**config.mk**
```make
export PLATFORM = sky130hd
export DESIGN_NAME = add6_chain_ctrl
export DESIGN_NICKNAME = d
export VERILOG_FILES = /design/src/rtl/add6_chain_ctrl.sv
export SDC_FILE = /design/constraint.sdc
export NUM_CORES = 1
export LEC_CHECK = 0
export ABC_AREA = 0
export CORE_AREA = 5 5 110 101
export CTS_BUF_LIST = sky130_fd_sc_hd__clkbuf_8
export DETAILED_ROUTE_END_ITERATION = 8
export DIE_AREA = 0 0 115 106
export PLACE_DENSITY = 0.83
export RECOVER_POWER = 100
export SLEW_MARGIN = 20
export SYNTH_ARGS = -nofsm -noshare
export SYNTH_HDL_FRONTEND = slang
export SYNTH_SLANG_ARGS = --single-unit
```
**constraint.sdc**
```tcl
create_clock -name clk -period 4.7 [get_ports clk]
set_clock_uncertainty 0.1 [all_clocks]
set_input_delay 0.47 -clock clk [delete_from_list [all_inputs] [get_ports clk]]
set_output_delay 0.47 -clock clk [all_outputs]
set_load 0.02 [all_outputs]
```
**src/rtl/add6_chain_ctrl.sv**
```systemverilog
// add6_chain_ctrl
//   Sequential wrapper that performs a WORDS x 6-bit wide addition by walking
//   6-bit slices, LSB first, through an external combinational 6-bit adder,
//   one slice per clock.
//
// Ports
//   clk, rst_n            clock, asynchronous active-low reset
//   in_valid/in_ready     operand handshake; in_a, in_b, in_cin sampled on accept
//   add_a/add_b/add_cin   registered drive to the 6-bit adder (zero outside RUN)
//   add_sum/add_cout      adder result, combinational from add_a/add_b/add_cin
//   out_valid/out_ready   result handshake; out_sum, out_cout held while in DONE
//   busy                  high while slices are being processed

module add6_chain_ctrl #(
    parameter int unsigned WORDS = 6
) (
    input  logic                 clk,
    input  logic                 rst_n,
    input  logic                 in_valid,
    output logic                 in_ready,
    input  logic [6*WORDS-1:0]   in_a,
    input  logic [6*WORDS-1:0]   in_b,
    input  logic                 in_cin,
    output logic [5:0]           add_a,
    output logic [5:0]           add_b,
    output logic                 add_cin,
    input  logic [5:0]           add_sum,
    input  logic                 add_cout,
    output logic                 out_valid,
    input  logic                 out_ready,
    output logic [6*WORDS-1:0]   out_sum,
    output logic                 out_cout,
    output logic                 busy
);

    localparam int unsigned W  = 6 * WORDS;
    localparam int unsigned CW = $clog2(WORDS);

    typedef enum logic [1:0] {
        StIdle,
        StRun,
        StDone
    } state_e;

    state_e         state_q, state_d;
    logic [W-1:0]   a_q, a_d;
    logic [W-1:0]   b_q, b_d;
    logic [W-1:0]   res_q, res_d;
    logic           carry_q, carry_d;
    logic           cout_q, cout_d;
    logic [CW-1:0]  cnt_q, cnt_d;
    logic           in_ready_q, in_ready_d;
    logic           busy_q, busy_d;
    logic           out_valid_q, out_valid_d;

    always_comb begin
        state_d     = state_q;
        a_d         = a_q;
        b_d         = b_q;
        res_d       = res_q;
        carry_d     = carry_q;
        cout_d      = cout_q;
        cnt_d       = cnt_q;
        in_ready_d  = in_ready_q;
        busy_d      = busy_q;
        out_valid_d = out_valid_q;

        unique case (state_q)
            StIdle: begin
                if (in_valid) begin
                    a_d        = in_a;
                    b_d        = in_b;
                    carry_d    = in_cin;
                    cout_d     = 1'b0;
                    res_d      = '0;
                    cnt_d      = '0;
                    in_ready_d = 1'b0;
                    busy_d     = 1'b1;
                    state_d    = StRun;
                end
            end
            StRun: begin
                // Sum slices enter at the top so the LSB slice ends up at bit 0.
                res_d   = {add_sum, res_q[W-1:6]};
                // Zero fill: after WORDS shifts the operand registers are empty,
                // which keeps add_a/add_b quiet in DONE and IDLE without muxing.
                a_d     = {6'b0, a_q[W-1:6]};
                b_d     = {6'b0, b_q[W-1:6]};
                carry_d = add_cout;
                if (cnt_q == CW'(WORDS - 1)) begin
                    // Final carry moves to the output; add_cin goes quiet.
                    cout_d      = add_cout;
                    carry_d     = 1'b0;
                    busy_d      = 1'b0;
                    out_valid_d = 1'b1;
                    state_d     = StDone;
                end else begin
                    cnt_d = cnt_q + 1'b1;
                end
            end
            StDone: begin
                if (out_ready) begin
                    out_valid_d = 1'b0;
                    in_ready_d  = 1'b1;
                    state_d     = StIdle;
                end
            end
            default: begin
                a_d         = '0;
                b_d         = '0;
                carry_d     = 1'b0;
                cnt_d       = '0;
                in_ready_d  = 1'b1;
                busy_d      = 1'b0;
                out_valid_d = 1'b0;
                state_d     = StIdle;
            end
        endcase
    end

    always_ff @(posedge clk or negedge rst_n) begin
        if (!rst_n) begin
            state_q     <= StIdle;
            a_q         <= '0;
            b_q         <= '0;
            res_q       <= '0;
            carry_q     <= 1'b0;
            cout_q      <= 1'b0;
            cnt_q       <= '0;
            in_ready_q  <= 1'b1;
            busy_q      <= 1'b0;
            out_valid_q <= 1'b0;
        end else begin
            state_q     <= state_d;
            a_q         <= a_d;
            b_q         <= b_d;
            res_q       <= res_d;
            carry_q     <= carry_d;
            cout_q      <= cout_d;
            cnt_q       <= cnt_d;
            in_ready_q  <= in_ready_d;
            busy_q      <= busy_d;
            out_valid_q <= out_valid_d;
        end
    end

    // Adder pins come straight from flops so the adder sees glitch-free inputs.
    assign add_a     = a_q[5:0];
    assign add_b     = b_q[5:0];
    assign add_cin   = carry_q;
    assign out_sum   = res_q;
    assign out_cout  = cout_q;
    assign in_ready  = in_ready_q;
    assign busy      = busy_q;
    assign out_valid = out_valid_q;

endmodule

```
==> results of run 1 <==
## power breakdown
part           switching [uW]  total (uW)  internal [uW]
sequential                268        1660           1390
clock                     452         935            483
combinational             896        1620            723
total                    1620        4220           2600
## registers in the layout, summed over array words and instances, names as in the netlist
signal and flops:
cnt_q 3, out_valid 1, busy 1, in_ready 1, out_sum 36, b_q 36, state_q 2, out_cout 1
add_cin 1, a_q 36
## per-layer routing
| metal | track usage, % | vias to the layer above | part of all wire, % |
|---|---|---|---|
| li1 | - | 1836 | - |
| met1 | 29.3 | 2036 | 42 |
| met2 | 35.4 | 151 | 50 |
| met3 | 6.55 | 15 | 6.6 |
| met4 | 6.79 | 0 | 1.1 |
| met5 | 0 | - | 0 |
## final cells by class
cell class | count | area, um2 | share of cell area, %
Multi-Input combinational cell | 276 | 1910 | 27.9
Sequential cell | 118 | 2960 | 43.3
Clock inverter | 15 | 168 | 2.45
Clock buffer | 17 | 234 | 3.42
Tap cell | 129 | 161 | 2.36
Timing Repair Buffer | 142 | 1400 | 20.5
Inverter | 2 | 7.51 | 0.110
## worst max-delay path, cell delays in order
cell and delay, ns:
dlygate4sd3_1 1.04, nand2b_1 1.23, mux2i_1 0.50, o21ai_0 0.15
## per-stage QoR
stage / cell area, um2 / utilization [%] / std cells / power [uW] / worst slack [ns]
4_1_cts: 6840 / 68.5 / 699 / 4320 / 2.09
5_1_grt: 6840 / 68.5 / 699 / 4460 / 1.14
6_report: 6840 / 68.5 / 699 / 4220 / 1.40
2_1_floorplan: 5180 / - / 448 / 2770 / 3.22
3_5_place_dp: 6440 / 64.5 / 667 / 3380 / 1.70
3_3_place_gp: 6440 / 64.5 / 667 / 3310 / 1.78
## cell families (layout without fill, tap and decap cells)
family	Yosys count	count (layout)	share of synthesized area, %
compound gates	155	155	21.0
flops	118	118	57.0
mux	31	31	6.01
xor+xnor	1	1	0.169
simple gates	87	87	8.86
fa+ha+maj	2	2	0.483
buf+inv	54	176	6.49
## cell usage after synthesis
cell / instances / area share, %
a21oi_1: 35 / 3.4
nor2b_1: 6 / 0.72
nor2_4: 1 / 0.22
buf_6: 4 / 0.87
a22o_1: 39 / 6.6
o22ai_1: 1 / 0.12
nor2_1: 2 / 0.14
buf_2: 17 / 1.6
mux2_1: 1 / 0.22
inv_1: 2 / 0.14
and3b_1: 21 / 3.5
mux2i_1: 30 / 5.8
o21ai_1: 30 / 2.9
clkbuf_1: 9 / 0.65
xor2_1: 1 / 0.17
buf_4: 22 / 3.2
o2bb2ai_1: 32 / 5.4
a211oi_1: 1 / 0.14
ha_1: 2 / 0.48
nand2_2: 1 / 0.12
a31oi_1: 3 / 0.36
a32o_1: 1 / 0.19
o32a_1: 1 / 0.19
o21bai_1: 2 / 0.29
nand2_1: 55 / 4.0
nand2b_1: 1 / 0.12
dfstp_2: 1 / 0.51
a22oi_1: 10 / 1.4
dfrtp_1: 117 / 56
## worst paths after layout
check | startpoint | depth (start not counted) | to
min in group clk | b_q[34] | 2 | b_q[28]
max in group asynchronous | rst_n | 2 | a_q[16]
hold reg to reg | b_q[34] | 2 | b_q[28]
hold / removal | rst_n | 1 | out_sum[0]
setup / recovery | in_valid | 4 | b_q[23]
setup reg to reg | state_q[0] | 4 | a_q[0]
==> impl_metrics.json, run 1 <==
{
  "fill_cells": 749,
  "grt_pass1_wl_um": 21100,
  "drtIter0Drc": 293,
  "cts.sinks": 118,
  "rsz0062_at_grt": "false",
  "place.gp.congestion": 0.797,
  "io_pins": 137,
  "hold_path.class": "in -> async",
  "cp.arrival_ns": 3.41,
  "start_util_pct": 51.9,
  "fmax_ghz": 0.303,
  "antenna_found_initial": 0,
  "critPathCaptureType": "flop",
  "clk_latency_ns": 0.42,
  "wl_per_cell_um": 18.9,
  "max-cap-violations": 2,
  "grt_pass1_vias": 4095,
  "critical_path_peak_fanout": 38,
  "min_period_over_period_pct": 70.1,
  "core_um2": 9980,
  "areaGrowthSynthToFinish_pct": 31.9,
  "grt_max_degree": 107,
  "dieArea_um2": 12200,
  "syn_inst": 448,
  "numCtsBuffers": 17,
  "slew_headroom_pct": -35.0,
  "drc_errors": 0,
  "leakage_uw": 0.00317,
  "chipHeight_um": 106,
  "setup_violations": 0,
  "dp_hpwl_um": 8600,
  "ys_ff_latch": 118,
  "worst_setup_path_start_kind": "input pin",
  "hold_viol_final": 0,
  "numPortBuffers": 136,
  "htreeDepth": 4,
  "rows": 35,
  "ys_seq_area_share_pct": 57.0,
  "ctsLongestPathBuffers": 2,
  "grt_overflow": 0,
  "ys_types": 29,
  "status": "finished with violations",
  "netlist_area_um2": 5180,
  "clockRootBuffer": "clkbuf_8",
  "yosys_warnings": 0,
  "vdd_drop_max_uv": 335,
  "syn-num-nets": 534,
  "firstDrtPassIters": 5,
  "violations": "capacitance limit, slew limit",
  "final_common_cell": "dfrtp_1",
  "grtUsageTotal_pct": 22.2,
  "cts_resized": 0,
  "layout.nets": 643,
  "antenna_cells": 0,
  "fp.dieW_um": 115,
  "fin_tns_setup_ns": 0,
  "maxSlewViolCount": 146,
  "final_cell_mix": "116 x dfrtp_1, 81 x clkdlybuf4s50_1, 55 x nand2_1",
  "crit_type": "in -> reg",
  "cp.required_ns": 4.81,
  "worst_hold_slack_ns": 0.0521,
  "post-route-min-period_ns": 3.30,
  "clkTransAtPathRegs_ns": 0.08,
  "powerDensity_nw_per_um2": 617,
  "drive_gt1_share_pct": 8.07,
  "dr_total_vias": 4038,
  "postSynthAreaPerCell_um2": 11.6,
  "vias_per_cell": 5.78,
  "routed_wl_um": 13200,
  "worst-r2r-setup-slack_ns": 1.44,
  "hold_buffers": 0,
  "tightest_slew_ns": 2.03,
  "tritoncts": "done",
  "cts_setup_buffers": 0,
  "ant_nets": 0
}
(Power assumes the default switching activity.)
==> run 2: changes to the inputs <==
--- a/config.mk
+++ b/config.mk
@@ -6,11 +6,11 @@
 export NUM_CORES = 1
 export LEC_CHECK = 0
 export ABC_AREA = 0
-export CORE_AREA = 5 5 110 101
+export CORE_AREA = 5 5 120 110
 export CTS_BUF_LIST = sky130_fd_sc_hd__clkbuf_8
 export DETAILED_ROUTE_END_ITERATION = 8
-export DIE_AREA = 0 0 115 106
-export PLACE_DENSITY = 0.83
+export DIE_AREA = 0 0 125 115
+export PLACE_DENSITY = 0.74
 export RECOVER_POWER = 100
 export SLEW_MARGIN = 20
 export SYNTH_ARGS = -nofsm -noshare
==> constraint.sdc (replaced) <==
create_clock -name clk -period 3.02 [get_ports clk]
set_clock_uncertainty 0.1 [all_clocks]
set_input_delay 0.302 -clock clk [delete_from_list [all_inputs] [get_ports clk]]
set_output_delay 0.302 -clock clk [all_outputs]
set_load 0.02 [all_outputs]
==> run 2 against run 1 <==
Against the previous run: the run still ends with capacitance limit, slew limit left; via count fell by 3.5%; clock-buffer cell count up 4; combinational power increased by 52%; first-iteration DRC count rose by 2.0%; critical path depth is the same; highest routed layer unchanged; non-clock buffer count increased by 7; sequential share of layout area decreased by 1.0 points.
==> impl_metrics.json, run 2 (synthesized netlist as in run 1, its figures left out) <==
{
  "status": "finished with violations",
  "violations": "capacitance limit, slew limit",
  "hold_path.class": "in -> reg",
  "placedCellCount": 704,
  "numPortBuffers": 136,
  "worst_setup_path_start_kind": "flop",
  "cts_setup_buffers": 0,
  "ctsLongestPathBuffers": 2,
  "fin_tns_setup_ns": 0,
  "critPathCaptureType": "flop",
  "crit_type": "reg -> reg",
  "vdd_drop_max_uv": 358,
  "stdcell_count": 737,
  "grt.met1_usage_pct": 25.5,
  "final_cell_mix": "116 x dfrtp_1, 82 x clkdlybuf4s50_1, 55 x nand2_1",
  "multi_input_area_um2": 1900,
  "ant_nets": 0,
  "io_pins": 137,
  "post-route-min-period_ns": 2.38,
  "clockPowerShare_pct": 24.5,
  "final_common_cell": "dfrtp_1",
  "gr-usage-met3_pct": 5.76,
  "grt_overflow": 0,
  "powerDensity_nw_per_um2": 965,
  "cp_slowest_stage_delay_ns": 0.64,
  "seq_area_um2": 2960,
  "grt_pass1_vias": 4065,
  "firstDrtPassIters": 4,
  "drc_errors": 0,
  "setup_violations": 0,
  "grt_max_degree": 71,
  "htreeDepth": 4,
  "rows": 38,
  "grt.met2_usage_pct": 27.9,
  "cp.arrival_ns": 2.63,
  "max-cap-violations": 2,
  "fmax_ghz": 0.420,
  "switching_power_uw": 2400,
  "dieArea_um2": 14400,
  "power_switching_share_pct": 35.5,
  "grtUsageTotal_pct": 18.5,
  "hold_buffers": 1,
  "worst_hold_slack_ns": 0.318,
  "fill_cells": 979,
  "vias_per_cell": 5.29,
  "dp_hpwl_um": 8880,
  "cts.sinks": 118,
  "p_int_uw": 4360,
  "tightest_slew_ns": 1.75,
  "clk_latency_ns": 0.42,
  "clkTransAtPathRegs_ns": 0.07,
  "power_uw": 6760,
  "path_cells": "clkbuf_1 > o21bai_2 > buf_4 > a22o_1",
  "dr_total_vias": 3897,
  "wl_per_cell_um": 17.6,
  "numCtsBuffers": 17,
  "maxSlewViolCount": 105,
  "slowest_stage": "clkbuf_1",
  "start_util_pct": 43.8,
  "antenna_cells": 0,
  "clockRootBuffer": "clkbuf_8",
  "antenna_found_initial": 0,
  "tritoncts": "done",
  "grt.busiest_layer": "met2",
  "grt_pass1_wl_um": 21400,
  "routed_wl_um": 12900,
  "areaGrowthSynthToFinish_pct": 35.1,
  "min_period_over_period_pct": 78.9,
  "cp.required_ns": 3.27,
  "leakage_uw": 0.00325,
  "place.gp.congestion": 0.773,
  "cts_resized": 0,
  "chipHeight_um": 115,
  "hold_viol_final": 0,
  "layout.nets": 650,
  "slew_headroom_pct": -16.8,
  "fp.dieW_um": 125,
  "drive_gt1_share_pct": 7.97,
  "rsz0062_at_grt": "false",
  "critical_path_peak_fanout": 33,
  "drtIter0Drc": 299,
  "seq_power_share_pct": 38.9,
  "core_um2": 11800,
  "p_comb_share_pct": 36.6
}
## run 2: routing by layer
metal,share of wire (%),up-vias
met4,1.7,0
met2,45,113
met5,0,-
met1,47,1903
met3,5.8,22
li1,-,1859
## run 2: power groups by stage
stage / Sequential [uW] / Clock, uW / Combinational [uW]
after floorplan: 2770 / 0 / 1550
after global placement: 2640 / 0 / 2560
after detailed placement: 2660 / 0 / 2640
after CTS: 2650 / 1680 / 2640
after global routing: 2720 / 1760 / 2690
final: 2630 / 1650 / 2470
## run 2: final timing paths
path / startpoint / end / slack, ns / cells past startpoint
max in group asynchronous: rst_n / out_sum[25] / 0.84 / 3
max reg2reg: state_q[1] / out_sum[2] / 0.64 / 4
min in group asynchronous: rst_n / b_q[19] / 0.79 / 2
min: in_b[33] / b_q[33] / 0.32 / 3
max: state_q[1] / out_sum[2] / 0.64 / 4
min reg2reg: b_q[35] / b_q[29] / 0.38 / 2
## run 2: layout make-up
class	count	share of cell area, %
Clock buffer	21	4.13
Clock inverter	11	2.55
Inverter	2	0.107
Multi-Input combinational cell	276	27.1
Sequential cell	118	42.2
Tap cell	160	2.86
Timing Repair Buffer	149	21.0
## run 2: through the flow
step | utilization, % | instance area, um2 | setup slack (ns)
2_1_floorplan | - | 5180 | 1.54
3_3_place_gp | 55.3 | 6550 | 0.824
3_5_place_dp | 55.3 | 6550 | 0.758
4_1_cts | 59.4 | 7030 | 0.987
5_1_grt | 59.2 | 7010 | 0.443
6_report | 59.2 | 7010 | 0.637
## run 2: worst max-delay path, delay by kind of cell, from the launching register on
| family | cells | cell delay, ns |
|---|---|---|
| buffers and inverters | 2 | 1.04 |
| flip-flops | 1 | 0.62 |
| AO/OA/AOI/OAI | 2 | 0.54 |
==> run 3: changes to the inputs <==
--- a/config.mk
+++ b/config.mk
@@ -6,11 +6,11 @@
 export NUM_CORES = 1
 export LEC_CHECK = 0
 export ABC_AREA = 0
-export CORE_AREA = 5 5 120 110
+export CORE_AREA = 5 5 114 105
 export CTS_BUF_LIST = sky130_fd_sc_hd__clkbuf_8
 export DETAILED_ROUTE_END_ITERATION = 8
-export DIE_AREA = 0 0 125 115
-export PLACE_DENSITY = 0.74
+export DIE_AREA = 0 0 119 110
+export PLACE_DENSITY = 0.78
 export RECOVER_POWER = 100
 export SLEW_MARGIN = 20
 export SYNTH_ARGS = -nofsm -noshare
==> constraint.sdc (replaced) <==
create_clock -name clk -period 2.2 [get_ports clk]
set_clock_uncertainty 0.1 [all_clocks]
set_input_delay 0.22 -clock clk [delete_from_list [all_inputs] [get_ports clk]]
set_output_delay 0.22 -clock clk [all_outputs]
set_load 0.02 [all_outputs]
==> run 3 against run 2 <==
Against the previous run: the run now ends clean; highest routed layer unchanged; sequential share of layout area grew 0.24 points; register-to-register slack lost 0.37 ns; critical path type is now reg -> out; non-clock buffer count grew 4; combinational power grew 43%.
==> impl_metrics.json, run 3 (synthesized netlist as in run 1, its figures left out) <==
{
  "power_uw": 9080,
  "cts_resized": 0,
  "gr-usage-met3_pct": 5.66,
  "grt_max_degree": 55,
  "grt_pass1_wl_um": 21600,
  "worst_hold_slack_ns": 0.241,
  "path_cells": "dlygate4sd3_1",
  "min_period_over_period_pct": 89.3,
  "areaGrowthSynthToFinish_pct": 34.3,
  "clkTransAtPathRegs_ns": 0.07,
  "fin_tns_setup_ns": 0,
  "hold_viol_final": 0,
  "cp_slowest_stage_delay_ns": 0.69,
  "vdd_drop_max_uv": 598,
  "wl_per_cell_um": 18.4,
  "fin_ws_ns": 0.234,
  "dr_total_vias": 4004,
  "clockRootBuffer": "clkbuf_8",
  "grtUsageTotal_pct": 20.8,
  "routed_wl_um": 13100,
  "slew_headroom_pct": 33.7,
  "core_um2": 10600,
  "crit_type": "reg -> out",
  "grt_pass1_vias": 4108,
  "powerDensity_nw_per_um2": 1300,
  "fill_cells": 854,
  "setup_violations": 0,
  "critPathCaptureType": "output port",
  "cp.required_ns": 1.88,
  "antenna_found_initial": 0,
  "cpLargestDelayFamily": "buffers and inverters",
  "final_common_cell": "dfrtp_1",
  "post-route-min-period_ns": 1.97,
  "htreeDepth": 4,
  "maxSlewViolCount": 0,
  "drive_gt1_share_pct": 8.79,
  "antenna_cells": 0,
  "hold_path.class": "in -> reg",
  "start_util_pct": 48.8,
  "grt_overflow": 0,
  "rsz0062_at_grt": "false",
  "cp.arrival_ns": 1.65,
  "numCtsBuffers": 17,
  "numPortBuffers": 136,
  "grt.met2_usage_pct": 33.8,
  "worst_setup_path_start_kind": "flop",
  "firstDrtPassIters": 4,
  "clk_latency_ns": 0.42,
  "drc_errors": 0,
  "fp.dieW_um": 119,
  "drtIter0Drc": 275,
  "status": "completed",
  "critical_path_peak_fanout": 3,
  "final_cell_mix": "116 x dfrtp_1, 82 x clkdlybuf4s50_1, 55 x nand2_1",
  "leakage_uw": 0.00322,
  "chipHeight_um": 110,
  "place.gp.congestion": 0.792,
  "io_pins": 137,
  "dieArea_um2": 13100,
  "cts.sinks": 118,
  "max-cap-violations": 0,
  "cp_num_buf_inv": 1,
  "rows": 36,
  "ctsLongestPathBuffers": 2,
  "fmax_ghz": 0.509,
  "tritoncts": "done",
  "ant_nets": 0,
  "slowest_stage": "dlygate4sd3_1",
  "dp_hpwl_um": 8960,
  "tightest_slew_ns": 0.995,
  "post-place-ws_ns": 0.164,
  "grt.busiest_layer": "met2",
  "vias_per_cell": 5.62,
  "final_core_util_pct": 65.5,
  "layout.nets": 654,
  "grt.met1_usage_pct": 27.7
}
-- run 3: worst paths after layout --
path                                 start          end  slack, ns  cells after the start
worst min register to register     b_q[30]      b_q[24]       0.38                      2
min in group asynchronous            rst_n   out_sum[3]       0.40                      2
worst max register to register  state_q[1]      b_q[33]       0.27                      5
max in group asynchronous            rst_n  out_sum[26]       0.47                      3
worst max-delay path              in_ready     in_ready       0.23                      1
worst min-delay path              in_b[32]      b_q[32]       0.24                      3
-- run 3: area by class of cell --
class	count	area [um2]	area share [%]
clock inverter	13	148	2.12
multi-input combinational	276	1910	27.4
clock buffer	18	248	3.56
tap	133	166	2.39
sequential	118	2960	42.5
inverter	2	7.51	0.108
timing repair buffer	153	1530	22.0
-- run 3: metrics by stage --
| step | cell area [um2] | std cells |
|---|---|---|
| 5_1_grt | 6970 | 713 |
| 3_5_place_dp | 6580 | 681 |
| 6_report | 6970 | 713 |
| 4_1_cts | 6990 | 713 |
| 2_1_floorplan | 5180 | 448 |
| 3_3_place_gp | 6580 | 681 |
-- run 3: power by group --
group / switching [uW] / internal (uW)
combinational: 1900 / 1620
sequential: 620 / 2980
clock: 921 / 1050
total: 3440 / 5640
-- run 3: metal layers --
layer	share of wire (%)	wire [um]	vias up
met2	49	6470	114
met5	0	0	-
met4	1.3	172	0
met3	5.2	681	18
met1	44	5800	2014
li1	-	-	1858
-- run 3: what timing repair did --
item	4_1_cts	5_1_grt
hold endpoints to repair	36	0
hold buffers	1	0
setup buffers	0	0
